`src/rtl/div_mon_pkg.sv`:
```
// Shared types and helpers for the divider error monitor.
// Holds the operand widths, the monitor state encoding and a saturating adder.
package div_mon_pkg;

    localparam int N_W = 16;
    localparam int D_W = 8;

    typedef enum logic [1:0] {
        IDLE = 2'd0,
        CALC = 2'd1,
        ACC  = 2'd2
    } mon_state_t;

    // Adds a and b and clamps the result to the all-ones value of a w-bit field.
    function automatic logic [31:0] sat_add(input logic [31:0] a, input logic [31:0] b, input int w);
        logic [32:0] sum;
        logic [32:0] lim;
        sum = {1'b0, a} + {1'b0, b};
        lim = (33'd1 << w) - 33'd1;
        return (sum > lim) ? lim[31:0] : sum[31:0];
    endfunction

endpackage

```
`src/rtl/div_restoring_iter.sv`:
```
// One-bit-per-cycle restoring divider used as the exact reference.
// start loads the high dividend byte; each step cycle retires one quotient bit, MSB first.
module div_restoring_iter
    import div_mon_pkg::*;
(
    input  logic           clk,
    input  logic           rst,
    input  logic           start,
    input  logic           step,
    input  logic [N_W-1:0] n,
    input  logic [D_W-1:0] d,
    output logic [D_W-1:0] q,
    output logic [D_W-1:0] r,
    output logic           done
);

    logic [D_W:0]   rem_q, rem_d;
    logic [D_W-1:0] quo_q, quo_d;
    logic [2:0]     cnt_q, cnt_d;
    logic [2:0]     bit_idx;
    logic           n_bit;
    logic [D_W:0]   rem9;

    always_comb begin
        bit_idx = 3'd7 - cnt_q;
        n_bit   = n[{1'b0, bit_idx}];
        // The partial remainder is always below d, so the shifted value fits in 9 bits.
        rem9    = (rem_q << 1) | {{D_W{1'b0}}, n_bit};
        rem_d   = rem_q;
        quo_d   = quo_q;
        cnt_d   = cnt_q;
        done    = 1'b0;
        if (start) begin
            rem_d = {1'b0, n[N_W-1:D_W]};
            quo_d = '0;
            cnt_d = '0;
        end else if (step) begin
            if (rem9 >= {1'b0, d}) begin
                rem_d = rem9 - {1'b0, d};
                quo_d = {quo_q[D_W-2:0], 1'b1};
            end else begin
                rem_d = rem9;
                quo_d = {quo_q[D_W-2:0], 1'b0};
            end
            cnt_d = cnt_q + 3'd1;
            done  = (cnt_q == 3'd7);
        end
    end

    always_ff @(posedge clk) begin
        if (rst) begin
            rem_q <= '0;
            quo_q <= '0;
            cnt_q <= '0;
        end else begin
            rem_q <= rem_d;
            quo_q <= quo_d;
            cnt_q <= cnt_d;
        end
    end

    assign q = quo_q;
    assign r = rem_q[D_W-1:0];

endmodule

```
`src/rtl/div_error_monitor.sv`:
```
// Scores an approximate 16/8 divider against an exact restoring divider and accumulates error stats.
// Handshake: a sample transfers on a rising edge where in_valid && in_ready; inputs matter only on that edge.
module div_error_monitor
    import div_mon_pkg::*;
#(
    parameter int ACC_W = 24,
    parameter int CNT_W = 16
) (
    input  logic             clk,
    input  logic             rst,
    input  logic             clr,
    input  logic             in_valid,
    output logic             in_ready,
    input  logic [N_W-1:0]   n,
    input  logic [D_W-1:0]   d,
    input  logic [D_W-1:0]   q_apx,
    input  logic [D_W-1:0]   r_apx,
    output logic             busy,
    output logic [CNT_W-1:0] sample_cnt,
    output logic [CNT_W-1:0] skip_cnt,
    output logic [CNT_W-1:0] mis_cnt,
    output logic [ACC_W-1:0] q_err_sum,
    output logic [ACC_W-1:0] r_err_sum,
    output logic [D_W-1:0]   q_err_max,
    output mon_state_t       dbg_state
);

    mon_state_t     state_q, state_d;
    logic           in_ready_q, in_ready_d;
    logic           busy_q, busy_d;
    logic [N_W-1:0] n_q, n_d;
    logic [D_W-1:0] d_q, d_d;
    logic [D_W-1:0] q_apx_q, q_apx_d;
    logic [D_W-1:0] r_apx_q, r_apx_d;
    logic [CNT_W-1:0] sample_cnt_q, sample_cnt_d;
    logic [CNT_W-1:0] skip_cnt_q, skip_cnt_d;
    logic [CNT_W-1:0] mis_cnt_q, mis_cnt_d;
    logic [ACC_W-1:0] q_err_sum_q, q_err_sum_d;
    logic [ACC_W-1:0] r_err_sum_q, r_err_sum_d;
    logic [D_W-1:0]   q_err_max_q, q_err_max_d;

    logic           calc_start;
    logic           calc_done;
    logic           out_of_range;
    logic [D_W-1:0] q_exact, r_exact;
    logic [D_W-1:0] q_diff, r_diff;

    // Fed with the next-state latch values so the divider sees the live inputs on the accepting edge.
    div_restoring_iter u_iter (
        .clk   (clk),
        .rst   (rst),
        .start (calc_start),
        .step  (state_q == CALC),
        .n     (n_d),
        .d     (d_d),
        .q     (q_exact),
        .r     (r_exact),
        .done  (calc_done)
    );

    always_comb begin
        state_d      = state_q;
        n_d          = n_q;
        d_d          = d_q;
        q_apx_d      = q_apx_q;
        r_apx_d      = r_apx_q;
        sample_cnt_d = sample_cnt_q;
        skip_cnt_d   = skip_cnt_q;
        mis_cnt_d    = mis_cnt_q;
        q_err_sum_d  = q_err_sum_q;
        r_err_sum_d  = r_err_sum_q;
        q_err_max_d  = q_err_max_q;
        calc_start   = 1'b0;
        out_of_range = (d == '0) || (n[N_W-1:D_W] >= d);
        q_diff       = (q_exact >= q_apx_q) ? (q_exact - q_apx_q) : (q_apx_q - q_exact);
        r_diff       = (r_exact >= r_apx_q) ? (r_exact - r_apx_q) : (r_apx_q - r_exact);

        case (state_q)
            IDLE: begin
                if (in_valid) begin
                    n_d     = n;
                    d_d     = d;
                    q_apx_d = q_apx;
                    r_apx_d = r_apx;
                    if (out_of_range) begin
                        skip_cnt_d = CNT_W'(sat_add(32'(skip_cnt_q), 32'd1, CNT_W));
                    end else begin
                        calc_start = 1'b1;
                        state_d    = CALC;
                    end
                end
            end
            CALC: begin
                if (calc_done) state_d = ACC;
            end
            ACC: begin
                q_err_sum_d  = ACC_W'(sat_add(32'(q_err_sum_q), 32'(q_diff), ACC_W));
                r_err_sum_d  = ACC_W'(sat_add(32'(r_err_sum_q), 32'(r_diff), ACC_W));
                q_err_max_d  = (q_diff > q_err_max_q) ? q_diff : q_err_max_q;
                sample_cnt_d = CNT_W'(sat_add(32'(sample_cnt_q), 32'd1, CNT_W));
                if ((q_diff != '0) || (r_diff != '0))
                    mis_cnt_d = CNT_W'(sat_add(32'(mis_cnt_q), 32'd1, CNT_W));
                state_d = IDLE;
            end
            default: state_d = IDLE;
        endcase

        // Clear overrides everything, including a sample sitting in ACC.
        if (clr) begin
            state_d      = IDLE;
            calc_start   = 1'b0;
            sample_cnt_d = '0;
            skip_cnt_d   = '0;
            mis_cnt_d    = '0;
            q_err_sum_d  = '0;
            r_err_sum_d  = '0;
            q_err_max_d  = '0;
        end

        in_ready_d = (state_d == IDLE);
        busy_d     = (state_d != IDLE);
    end

    always_ff @(posedge clk) begin
        if (rst) begin
            state_q      <= IDLE;
            in_ready_q   <= 1'b1;
            busy_q       <= 1'b0;
            n_q          <= '0;
            d_q          <= '0;
            q_apx_q      <= '0;
            r_apx_q      <= '0;
            sample_cnt_q <= '0;
            skip_cnt_q   <= '0;
            mis_cnt_q    <= '0;
            q_err_sum_q  <= '0;
            r_err_sum_q  <= '0;
            q_err_max_q  <= '0;
        end else begin
            state_q      <= state_d;
            in_ready_q   <= in_ready_d;
            busy_q       <= busy_d;
            n_q          <= n_d;
            d_q          <= d_d;
            q_apx_q      <= q_apx_d;
            r_apx_q      <= r_apx_d;
            sample_cnt_q <= sample_cnt_d;
            skip_cnt_q   <= skip_cnt_d;
            mis_cnt_q    <= mis_cnt_d;
            q_err_sum_q  <= q_err_sum_d;
            r_err_sum_q  <= r_err_sum_d;
            q_err_max_q  <= q_err_max_d;
        end
    end

    assign in_ready   = in_ready_q;
    assign busy       = busy_q;
    assign sample_cnt = sample_cnt_q;
    assign skip_cnt   = skip_cnt_q;
    assign mis_cnt    = mis_cnt_q;
    assign q_err_sum  = q_err_sum_q;
    assign r_err_sum  = r_err_sum_q;
    assign q_err_max  = q_err_max_q;
    assign dbg_state  = state_q;

endmodule

```
`config.mk`:
```
export PLATFORM = sky130hd
export DESIGN_NAME = div_error_monitor
export DESIGN_NICKNAME = d
export VERILOG_FILES = /design/src/rtl/div_mon_pkg.sv /design/src/rtl/div_restoring_iter.sv /design/src/rtl/div_error_monitor.sv
export SDC_FILE = /design/constraint.sdc
export NUM_CORES = 1
export LEC_CHECK = 0
export CAP_MARGIN = 25
export CORE_MARGIN = 4
export CORE_UTILIZATION = 40
export CTS_CLUSTER_SIZE = 16
export DETAILED_ROUTE_END_ITERATION = 10
export PLACE_DENSITY = 0.61
export SLEW_MARGIN = 20
export SYNTH_ARGS = -nofsm -noshare
export SYNTH_HDL_FRONTEND = slang
export SYNTH_SLANG_ARGS = --single-unit
```
`constraint.sdc`:
```
create_clock -name clk -period 13 [get_ports clk]
set_input_delay 1.3 -clock clk [delete_from_list [all_inputs] [get_ports clk]]
set_output_delay 1.3 -clock clk [all_outputs]
set_load 0.005 [all_outputs]
```
==> results of run 1 <==
[stage by stage]
step | utilization, % | power (mW) | setup slack (ns) | cells
6_report | 50.3 | 1.32 | 7.88 | 1743
5_1_grt | 50.3 | 1.39 | 7.45 | 1743
4_1_cts | 50.3 | 1.33 | 7.92 | 1743
3_5_place_dp | 48.0 | 0.825 | 7.49 | 1711
3_3_place_gp | 48.0 | 0.818 | 7.38 | 1711
2_1_floorplan | - | 0.750 | 8.02 | 1279
[layout make-up]
cell class	instances	area (µm²)
Timing Repair Buffer	164	1600
Tap cell	330	413
Multi-Input combinational cell	968	6530
Inverter	82	308
Clock inverter	15	153
Fill cell	2509	12600
Clock buffer	17	425
Sequential cell	167	3340
[synthesized netlist by cell type (3+ instances only)]
cell / count / area (µm²)
sky130_fd_sc_hd__o22a_1: 5 / 43.8
sky130_fd_sc_hd__and4_1: 6 / 52.6
sky130_fd_sc_hd__and2_1: 14 / 87.6
sky130_fd_sc_hd__nor4_1: 8 / 50.1
sky130_fd_sc_hd__a21oi_1: 152 / 761
sky130_fd_sc_hd__nand2b_1: 16 / 100
sky130_fd_sc_hd__a21o_1: 34 / 255
sky130_fd_sc_hd__o21bai_1: 4 / 30.0
sky130_fd_sc_hd__o221a_2: 8 / 90.1
sky130_fd_sc_hd__xnor2_1: 22 / 193
sky130_fd_sc_hd__inv_1: 82 / 308
sky130_fd_sc_hd__o22ai_1: 3 / 18.8
sky130_fd_sc_hd__a31oi_1: 13 / 81.3
sky130_fd_sc_hd__nand2_1: 137 / 514
sky130_fd_sc_hd__nand3b_1: 5 / 37.5
sky130_fd_sc_hd__a311oi_1: 29 / 254
sky130_fd_sc_hd__dfxtp_1: 167 / 3340
sky130_fd_sc_hd__a211oi_1: 34 / 255
sky130_fd_sc_hd__nor3_1: 16 / 80.1
sky130_fd_sc_hd__nor2b_1: 6 / 37.5
sky130_fd_sc_hd__mux2i_1: 46 / 460
sky130_fd_sc_hd__a22oi_1: 3 / 22.5
sky130_fd_sc_hd__buf_1: 3 / 11.3
sky130_fd_sc_hd__a21boi_0: 3 / 22.5
sky130_fd_sc_hd__nor2_1: 89 / 334
sky130_fd_sc_hd__nand3_1: 45 / 225
sky130_fd_sc_hd__a2bb2oi_1: 4 / 35.0
sky130_fd_sc_hd__xor2_1: 13 / 114
sky130_fd_sc_hd__or3_1: 7 / 43.8
sky130_fd_sc_hd__o21ai_0: 56 / 280
sky130_fd_sc_hd__buf_2: 7 / 35.0
sky130_fd_sc_hd__nand4_1: 16 / 100
sky130_fd_sc_hd__clkbuf_1: 48 / 180
sky130_fd_sc_hd__fa_1: 7 / 140
sky130_fd_sc_hd__and3_1: 27 / 169
sky130_fd_sc_hd__o211ai_1: 3 / 22.5
sky130_fd_sc_hd__ha_1: 80 / 1000
sky130_fd_sc_hd__o21a_1: 5 / 37.5
sky130_fd_sc_hd__or4_1: 3 / 22.5
[where the power goes]
| group | switching [mW] | internal [mW] |
|---|---|---|
| clock network | 0.250 | 0.256 |
| logic | 0.160 | 0.123 |
| registers | 0.00791 | 0.521 |
[final timing paths]
| kind | to | slack, ns | depth (start not counted) | from |
|---|---|---|---|---|
| setup reg to reg | q_err_sum[19]$_SDFFE_PP0P_ | 7.94 | 18 | q_apx_q[5]$_SDFFE_PP0P_ |
| setup / recovery | u_iter.rem_q[2]$_SDFFE_PP0P_ | 7.88 | 16 | in_valid |
| hold / removal | r_apx_q[7]$_SDFFE_PP0P_ | 0.46 | 2 | r_apx_q[7]$_SDFFE_PP0P_ |
| hold reg to reg | r_apx_q[7]$_SDFFE_PP0P_ | 0.46 | 2 | r_apx_q[7]$_SDFFE_PP0P_ |
[logic make-up (layout without fill, tap and decap cells)]
logic type               Yosys count  in the layout  share of synthesized area, %
multiplexers                      52             52                          5.36
buffers and inverters            144            278                          5.43
flip-flops                       167            167                          32.1
AO/OA/AOI/OAI                    386            386                          24.1
AND/OR/NAND/NOR                  408            408                          19.1
adder cells (fa/ha/maj)           87             87                          11.0
XOR/XNOR                          35             35                          2.95
[layer usage]
metal	share of wire, %	track usage, %	vias up
li1	-	-	4869
met1	48	27.5	4578
met2	46	31.9	244
met3	4.9	3.45	18
met4	1.0	4.34	0
met5	0	0	-
[sequential cells by signal (all words and copies together) (netlist names)]
register / count
q_err_sum: 24
r_err_sum: 24
n_q: 16
u_iter.cnt_q: 3
skip_cnt: 16
mis_cnt: 16
q_apx_q: 8
r_apx_q: 8
sample_cnt: 16
q_err_max: 8
in_ready: 1
dbg_state: 2
busy: 1
u_iter.q: 8
u_iter.rem_q: 8
d_q: 8
[worst max-delay path, delay by kind of cell]
kind,cells,cell delay (ns)
AO/OA/AOI/OAI,7,1.60
multiplexers,4,1.15
buffers and inverters,2,0.93
AND/OR/NAND/NOR,2,0.23
adder cells (fa/ha/maj),1,0.22
==> metrics.txt, run 1 <==
Overflow after GRT=0; number of gates given a new drive strength after cts=0; GPL Wtd Cong=0.881; cell area after synthesis=10400 µm²; initial DRC count=768; Cell variety after synth=79; total of flip-flops plus latches after synthesis=between 150 and 200; post-route standard cell area excluding fillers=12800 µm²; post-layout net count=1531; maximum clock insertion buffer count=2; number of primary I/O pins=approximately 150; number of antenna violations at the first check in global routing=0; Worst-path clk slew=0.07 ns; area of placed instances=between 10000 and 15000 µm²; CTS tree=yes; post-synthesis cell count=1279; post-synthesis sequential area ratio=32.1%; path type of the worst min-delay path=register to register; post-route minimum period=5.12 ns; clock buffer count from CTS=17; worst-case clock skew=0.0168 ns; Diodes inserted=0; Most used DFF post-synth=sky130_fd_sc_hd__dfxtp_1; synthesized area per cell=8.14 µm²; count of synthesis-stage warnings from yosys=0; share of final-layout standard cells stronger than drive strength 1=5.80%; Max VDD drop=0.101 mV; Syn Nets=1410; detailed-route via count=9709; All-Layer GR Usage=19.7%; Data required, critical path=13.35 ns; most common library cell in the layout ignoring fill and taps=sky130_fd_sc_hd__dfxtp_1; arrival time at the worst endpoint=5.47 ns; area added between synthesis and finish=22.7%; count of port buffers added during placement=151; Slowest Stage Delay on Critical Path=0.51 ns; die area=28700 µm²; EDFF count, synth=0; setup repair bufs after CTS=0; number of clock sinks seen by CTS=around 170; final routed wirelength across all metal layers=about 29000 µm; share of synthesized flip-flops with an asynchronous set or reset=0%; Critical Path End Type=register; final setup TNS=0 ns; most frequent cells in the layout=sky130_fd_sc_hd__dfxtp_1, sky130_fd_sc_hd__a21oi_1, sky130_fd_sc_hd__clkdlybuf4s50_1, sky130_fd_sc_hd__nand2_1, sky130_fd_sc_hd__nor2_1; unrepaired setup endpoints after global routing=false; HPWL after detailed placement=20900 µm; worst hold slack across all endpoints=0.462 ns; DR DRC count=0; starting density of the core=41.0%; first-pass iteration count of the detailed router=5; htree depth=4; final cycle utilization of the critical path=around 39%; measured slew at the worst slew-check pin=0.954 ns; worst-skew pair later-pin latency=between 0.4 and 0.5 ns; pin count of the biggest net entering global routing=79; CORE AREA=25400 µm²; cell area power density=103 nW/µm²; total of hold buffers inserted after clock tree synthesis=0; y dimension of the die=around 170 µm; via density per instance=5.57; via count of the first global-routing pass=9128; Setup violations, final=0; clock root buffer=sky130_fd_sc_hd__clkbuf_16; leakage power=4.94 nW; global-route wire length before repair=46700 µm; kind of critical path=input port to register; outcome=complete, no violations; number of max-cap violations=0; average routed wire per standard cell=16.4 µm; number of placement rows=58; die boundary width=169 µm; highest achievable clock rate=0.195 GHz; Crit Path Max Fanout=40; count of final max-slew check failures=0; number of hold violations in the final report=0; slowest library cell on the worst path=sky130_fd_sc_hd__a21boi_0; DRT antenna net count=0; Slew Limit Headroom=36.4%; type of origin of the critical path=input port; CP cell instances=clkdlybuf4s50_1 -> and2_2 -> buf_4 -> mux2i_1 -> mux4_2 -> mux2_2 -> ha_1 -> nor2b_1 -> o21ai_0 -> a21boi_0 -> o21ai_0 -> a21boi_0 -> o41ai_4 -> mux2i_1 -> o22a_1 -> a21oi_1
(Power assumes the default switching activity.)
==> run 2, diff against run 1 <==
==> constraint.sdc (replaced) <==
create_clock -name clk -period 4.88 [get_ports clk]
set_input_delay 0.488 -clock clk [delete_from_list [all_inputs] [get_ports clk]]
set_output_delay 0.488 -clock clk [all_outputs]
set_load 0.005 [all_outputs]
==> metrics.txt, run 2 (synthesis gave the netlist of run 1 again) <==
first-pass iteration count of the detailed router=5; post-route minimum period=4.52 ns; number of placement rows=58; number of primary I/O pins=152; All-Layer GR Usage=20.1%; Crit Path Max Fanout=9; worst-skew pair later-pin latency=0.44 ns; CORE AREA=between 20000 and 30000 µm²; sequential share of power=38.6%; arrival time at the worst endpoint=4.84 ns; htree depth=4; starting density of the core=41.0%; power share of the combinational group=21.1%; Data required, critical path=5.21 ns; type of origin of the critical path=register; Slowest Stage Delay on Critical Path=between 0.4 and 0.5 ns; Worst-path clk slew=approximately 0.080 ns; internal power=2.52 mW; post-route standard cell area excluding fillers=12900 µm²; initial DRC count=636; family of cells with the greatest summed delay on the critical path=compound AO/OA/AOI/OAI gates; worst-case clock skew=between 0.015 and 0.02 ns; DR DRC count=0; number of clock sinks seen by CTS=roughly 170; maximum clock insertion buffer count=2; die boundary width=169 µm; count of buffering cells on the critical path with inverters included=2; final setup TNS=0 ns; most frequent cells in the layout=sky130_fd_sc_hd__dfxtp_1, sky130_fd_sc_hd__a21oi_1, sky130_fd_sc_hd__clkdlybuf4s50_1, sky130_fd_sc_hd__nand2_1, sky130_fd_sc_hd__nor2_1; Critical Path End Type=register; Setup violations, final=0; highest achievable clock rate=0.221 GHz; clock buffer count from CTS=17; DRT antenna net count=0; Diodes inserted=0; final routed wirelength across all metal layers=slightly below 30000 µm; HPWL after detailed placement=21200 µm; clock root buffer=sky130_fd_sc_hd__clkbuf_16; number of max-cap violations=0; share of final-layout standard cells stronger than drive strength 1=6.54%; number of hold violations in the final report=0; detailed-route via count=9863; CP cell instances=inv_1 -> ha_1 -> a21oi_1 -> o21ai_1 -> nor2_2 -> mux2i_1 -> xnor2_2 -> ha_1 -> a21o_1 -> a21oi_1 -> o21ai_0 -> a21o_1 -> a21o_1 -> a31oi_1 -> buf_4 -> nand3_1 -> o221a_2; y dimension of the die=between 150 and 200 µm; final cycle utilization of the critical path=92.5%; die area=28700 µm²; kind of critical path=register to register; unrepaired setup endpoints after global routing=false; measured slew at the worst slew-check pin=0.880 ns; Post-Place Cells=approximately 1700; switching portion of total power=31.0%; via count of the first global-routing pass=9215; Max VDD drop=0.170 mV; cell seen most often among critical-path stages=sky130_fd_sc_hd__a21o_1; slowest library cell on the worst path=sky130_fd_sc_hd__ha_1; number of antenna violations at the first check in global routing=1; count of final max-slew check failures=0; post-layout worst setup margin=0.365 ns; global-route wire length before repair=approximately 48000 µm; pre-CTS worst setup slack=0.390 ns; worst hold slack across all endpoints=0.459 ns; pin count of the biggest net entering global routing=52; via density per instance=5.63; utilization after layout=approximately half; area of placed instances=12300 µm²; total power of the final layout=3.65 mW; total of hold buffers inserted after clock tree synthesis=0; count of port buffers added during placement=151; average routed wire per standard cell=16.5 µm; clock network power share=40.3%; most common library cell in the layout ignoring fill and taps=sky130_fd_sc_hd__dfxtp_1; path type of the worst min-delay path=register to register; area added between synthesis and finish=23.9%; leakage power=5.03 nW; NetSw=1.13 mW; Slew Limit Headroom=41.4%; post-layout net count=1541; GPL Wtd Cong=0.905; outcome=complete, no violations; Overflow after GRT=0; cell area power density=between 200 and 300 nW/µm²; Layout Cells excl Fill=1753; CTS tree=yes
## run 2: cell types whose count changed in the layout (fill, tap and decap cells not counted), moves of 2 or more
cell / delta
sky130_fd_sc_hd__buf_4: +10
sky130_fd_sc_hd__bufinv_16: +2
sky130_fd_sc_hd__clkinvlp_4: -2
sky130_fd_sc_hd__inv_6: -2
## run 2: what timing repair did
action | CTS | global route
resized for setup | 0 | 2
setup endpoints to repair | 0 | 5
buffers inserted | 0 | 0
## run 2: final timing paths
path / start / to / slack (ns) / cells after the start
worst max-delay path: q_apx_q[5]$_SDFFE_PP0P_ / q_err_sum[21]$_SDFFE_PP0P_ / 0.36 / 17
worst max register to register: q_apx_q[5]$_SDFFE_PP0P_ / q_err_sum[21]$_SDFFE_PP0P_ / 0.36 / 17
worst min-delay path: r_apx_q[7]$_SDFFE_PP0P_ / r_apx_q[7]$_SDFFE_PP0P_ / 0.46 / 2
worst min register to register: r_apx_q[7]$_SDFFE_PP0P_ / r_apx_q[7]$_SDFFE_PP0P_ / 0.46 / 2
## run 2: area by class of cell
cell class | instances | area, µm²
fillers | 2484 | 12500
multi-input cells | 968 | 6520
flip-flops and latches | 167 | 3340
repair buffers | 174 | 1680
clock buffers | 17 | 425
well taps | 330 | 413
inverters | 82 | 308
clock inverters | 15 | 208
## run 2: routing by layer
layer / global-route usage [%] / part of all wire (%)
met2: 31.6 / 45
met4: 5.85 / 1.9
met3: 2.87 / 5.1
met1: 28.6 / 48
met5: 0 / 0.045
## run 2: power by group through the flow
stage	clock network (mW)	registers, mW	logic [mW]
2_1_floorplan	0	1.43	0.564
6_report	1.47	1.41	0.769
3_5_place_dp	0	1.44	0.764
3_3_place_gp	0	1.44	0.760
5_1_grt	1.56	1.41	0.858
4_1_cts	1.50	1.41	0.769
## run 2: worst register-to-register path, stage by stage (launching register included)
cell and delay, ns:
sky130_fd_sc_hd__dfxtp_1 0.35, sky130_fd_sc_hd__inv_1 0.05, sky130_fd_sc_hd__ha_1 0.41, sky130_fd_sc_hd__a21oi_1 0.37
sky130_fd_sc_hd__o21ai_1 0.16, sky130_fd_sc_hd__nor2_2 0.32, sky130_fd_sc_hd__mux2i_1 0.32, sky130_fd_sc_hd__xnor2_2 0.19
sky130_fd_sc_hd__ha_1 0.32, sky130_fd_sc_hd__a21o_1 0.17, sky130_fd_sc_hd__a21oi_1 0.23, sky130_fd_sc_hd__o21ai_0 0.19
sky130_fd_sc_hd__a21o_1 0.21, sky130_fd_sc_hd__a21o_1 0.22, sky130_fd_sc_hd__a31oi_1 0.23, sky130_fd_sc_hd__buf_4 0.20
sky130_fd_sc_hd__nand3_1 0.15, sky130_fd_sc_hd__o221a_2 0.31
==> run 3, diff against run 2 <==
--- a/config.mk
+++ b/config.mk
@@ -7,10 +7,11 @@
 export LEC_CHECK = 0
 export CAP_MARGIN = 25
 export CORE_MARGIN = 4
-export CORE_UTILIZATION = 40
+export CORE_UTILIZATION = 55
 export CTS_CLUSTER_SIZE = 16
 export DETAILED_ROUTE_END_ITERATION = 10
-export PLACE_DENSITY = 0.61
+export MAX_ROUTING_LAYER = met4
+export PLACE_DENSITY = 0.8
 export SLEW_MARGIN = 20
 export SYNTH_ARGS = -nofsm -noshare
 export SYNTH_HDL_FRONTEND = slang
==> metrics.txt, run 3 (synthesis gave the netlist of run 1 again) <==
leakage power=4.99 nW; post-layout net count=1541; arrival time at the worst endpoint=4.89 ns; met3 Usage GRT=3.89%; highest achievable clock rate=approximately 0.22 GHz; die boundary width=146 µm; met1 usage=34.5%; Slew Limit Headroom=between 30% and 40%; CP cell instances=inv_1 -> ha_1 -> inv_1 -> fa_1 -> nand3_1 -> a31oi_4 -> nor2_2 -> mux2_4 -> fa_1 -> a21o_1 -> a21oi_1 -> o21ai_0 -> a21o_1 -> a21oi_1 -> o21ai_0 -> or4_1 -> a21oi_1; CTS tree=yes; unrepaired setup endpoints after global routing=false; worst-skew pair later-pin latency=0.43 ns; final setup TNS=0 ns; layer with the highest usage=met2; detailed-route via count=roughly 10000; die area=21200 µm²; number of antenna violations at the first check in global routing=0; outcome=complete, no violations; CORE AREA=~19000 µm²; worst hold slack across all endpoints=0.456 ns; htree depth=4; number of gates given a new drive strength after cts=0; number of clock sinks seen by CTS=roughly 170; via density per instance=6.02; y dimension of the die=146 µm; starting density of the core=55.8%; DRT antenna net count=0; via count of the first global-routing pass=9322; worst-case clock skew=0.00767 ns; Diodes inserted=0; Critical Path End Type=register; slowest library cell on the worst path=sky130_fd_sc_hd__or4_1; HPWL after detailed placement=20000 µm; type of origin of the critical path=register; Setup violations, final=0; number of filler cells placed in the layout=1539; cell seen most often among critical-path stages=sky130_fd_sc_hd__a21oi_1; Slowest Stage Delay on Critical Path=0.49 ns; setup repair bufs after CTS=0; most common library cell in the layout ignoring fill and taps=sky130_fd_sc_hd__dfxtp_1; count of final max-slew check failures=0; clock buffer count from CTS=17; measured slew at the worst slew-check pin=0.921 ns; cell area power density=roughly 270 nW/µm²; clock root buffer=sky130_fd_sc_hd__clkbuf_16; share of final-layout standard cells stronger than drive strength 1=between 6 and 7%; count of port buffers added during placement=151; Worst-path clk slew=0.07 ns; first-pass iteration count of the detailed router=5; path type of the worst min-delay path=register to register; final routed wirelength across all metal layers=27600 µm; kind of critical path=register to register; post-route minimum period=around 4.5 ns; Data required, critical path=between 5 and 6 ns; global-route wire length before repair=45700 µm; area added between synthesis and finish=22.2%; All-Layer GR Usage=26.2%; pin count of the biggest net entering global routing=52; maximum clock insertion buffer count=2; number of max-cap violations=0; Max VDD drop=0.253 mV; total of hold buffers inserted after clock tree synthesis=0; DR DRC count=0; number of hold violations in the final report=0; final cycle utilization of the critical path=between 90% and 100%; GPL Wtd Cong=a little over 0.9; flop2flop setup slack=about 0.34 ns; average routed wire per standard cell=16.7 µm; number of primary I/O pins=about 150; Crit Path Max Fanout=5; initial DRC count=732; Overflow after GRT=0; most frequent cells in the layout=sky130_fd_sc_hd__dfxtp_1, sky130_fd_sc_hd__clkdlybuf4s50_1, sky130_fd_sc_hd__a21oi_1, sky130_fd_sc_hd__nand2_1, sky130_fd_sc_hd__nor2_1; number of placement rows=50; met2 global-route usage=41.3%
==> run 3: cell types whose count changed in the layout (fill, tap and decap cells not counted), moves of 2 or more <==
cell,delta
sky130_fd_sc_hd__a21oi_1,-3
sky130_fd_sc_hd__a21oi_2,+3
sky130_fd_sc_hd__bufinv_16,-2
sky130_fd_sc_hd__clkbuf_8,+2
sky130_fd_sc_hd__clkinv_2,+3
sky130_fd_sc_hd__clkinv_8,-3
sky130_fd_sc_hd__inv_6,+2
sky130_fd_sc_hd__inv_8,-5
==> run 3: final cells by class <==
class / count / area [µm²] / share of cell area [%]
multi-input combinational: 968 / 6550 / 51.5
sequential: 167 / 3340 / 26.3
timing repair buffer: 174 / 1680 / 13.2
clock buffer: 20 / 457 / 3.59
inverter: 82 / 308 / 2.42
tap: 234 / 293 / 2.30
clock inverter: 12 / 91.3 / 0.718
==> run 3: power by group <==
part	internal (mW)	leakage (nW)	switching [mW]
clock network	0.685	0.268	0.587
logic	0.346	3.37	0.441
registers	1.39	1.35	0.0201
==> run 3: metrics by stage <==
stage | cells | total power, mW | setup WS [ns] | cell area (µm²) | utilization (%)
after floorplan | 1279 | 2.00 | 0.699 | 10400 | -
after detailed placement | 1625 | 2.21 | 0.332 | 12100 | 65.1
after CTS | 1657 | 3.48 | 0.125 | 12700 | 68.1
after global routing | 1657 | 3.63 | 0.0198 | 12700 | 68.2
after global placement | 1625 | 2.19 | 0.440 | 12100 | 65.1
final | 1657 | 3.47 | 0.342 | 12700 | 68.2
==> run 3: worst paths after layout <==
path | from | endpoint | cells after the start
max | u_iter.rem_q[0]$_SDFFE_PP0P_ | r_err_sum[13]$_SDFFE_PP0P_ | 17
min reg2reg | r_apx_q[7]$_SDFFE_PP0P_ | r_apx_q[7]$_SDFFE_PP0P_ | 2
min | r_apx_q[7]$_SDFFE_PP0P_ | r_apx_q[7]$_SDFFE_PP0P_ | 2
max reg2reg | u_iter.rem_q[0]$_SDFFE_PP0P_ | r_err_sum[13]$_SDFFE_PP0P_ | 17
==> run 3: per-layer routing <==
metal	part of all wire (%)	vias up
met5	0	-
met1	45	4668
met3	6.9	42
met4	2.1	0
met2	46	385
li1	-	4883
==> run 3: worst max-delay path, delay by kind of cell (launching register included) <==
| kind | cells | cell delay, ns |
|---|---|---|
| compound gates | 8 | 1.62 |
| flops | 1 | 0.36 |
| buf+inv | 2 | 0.18 |
| simple gates | 3 | 0.94 |
| fa+ha+maj | 3 | 0.98 |
| mux | 1 | 0.36 |
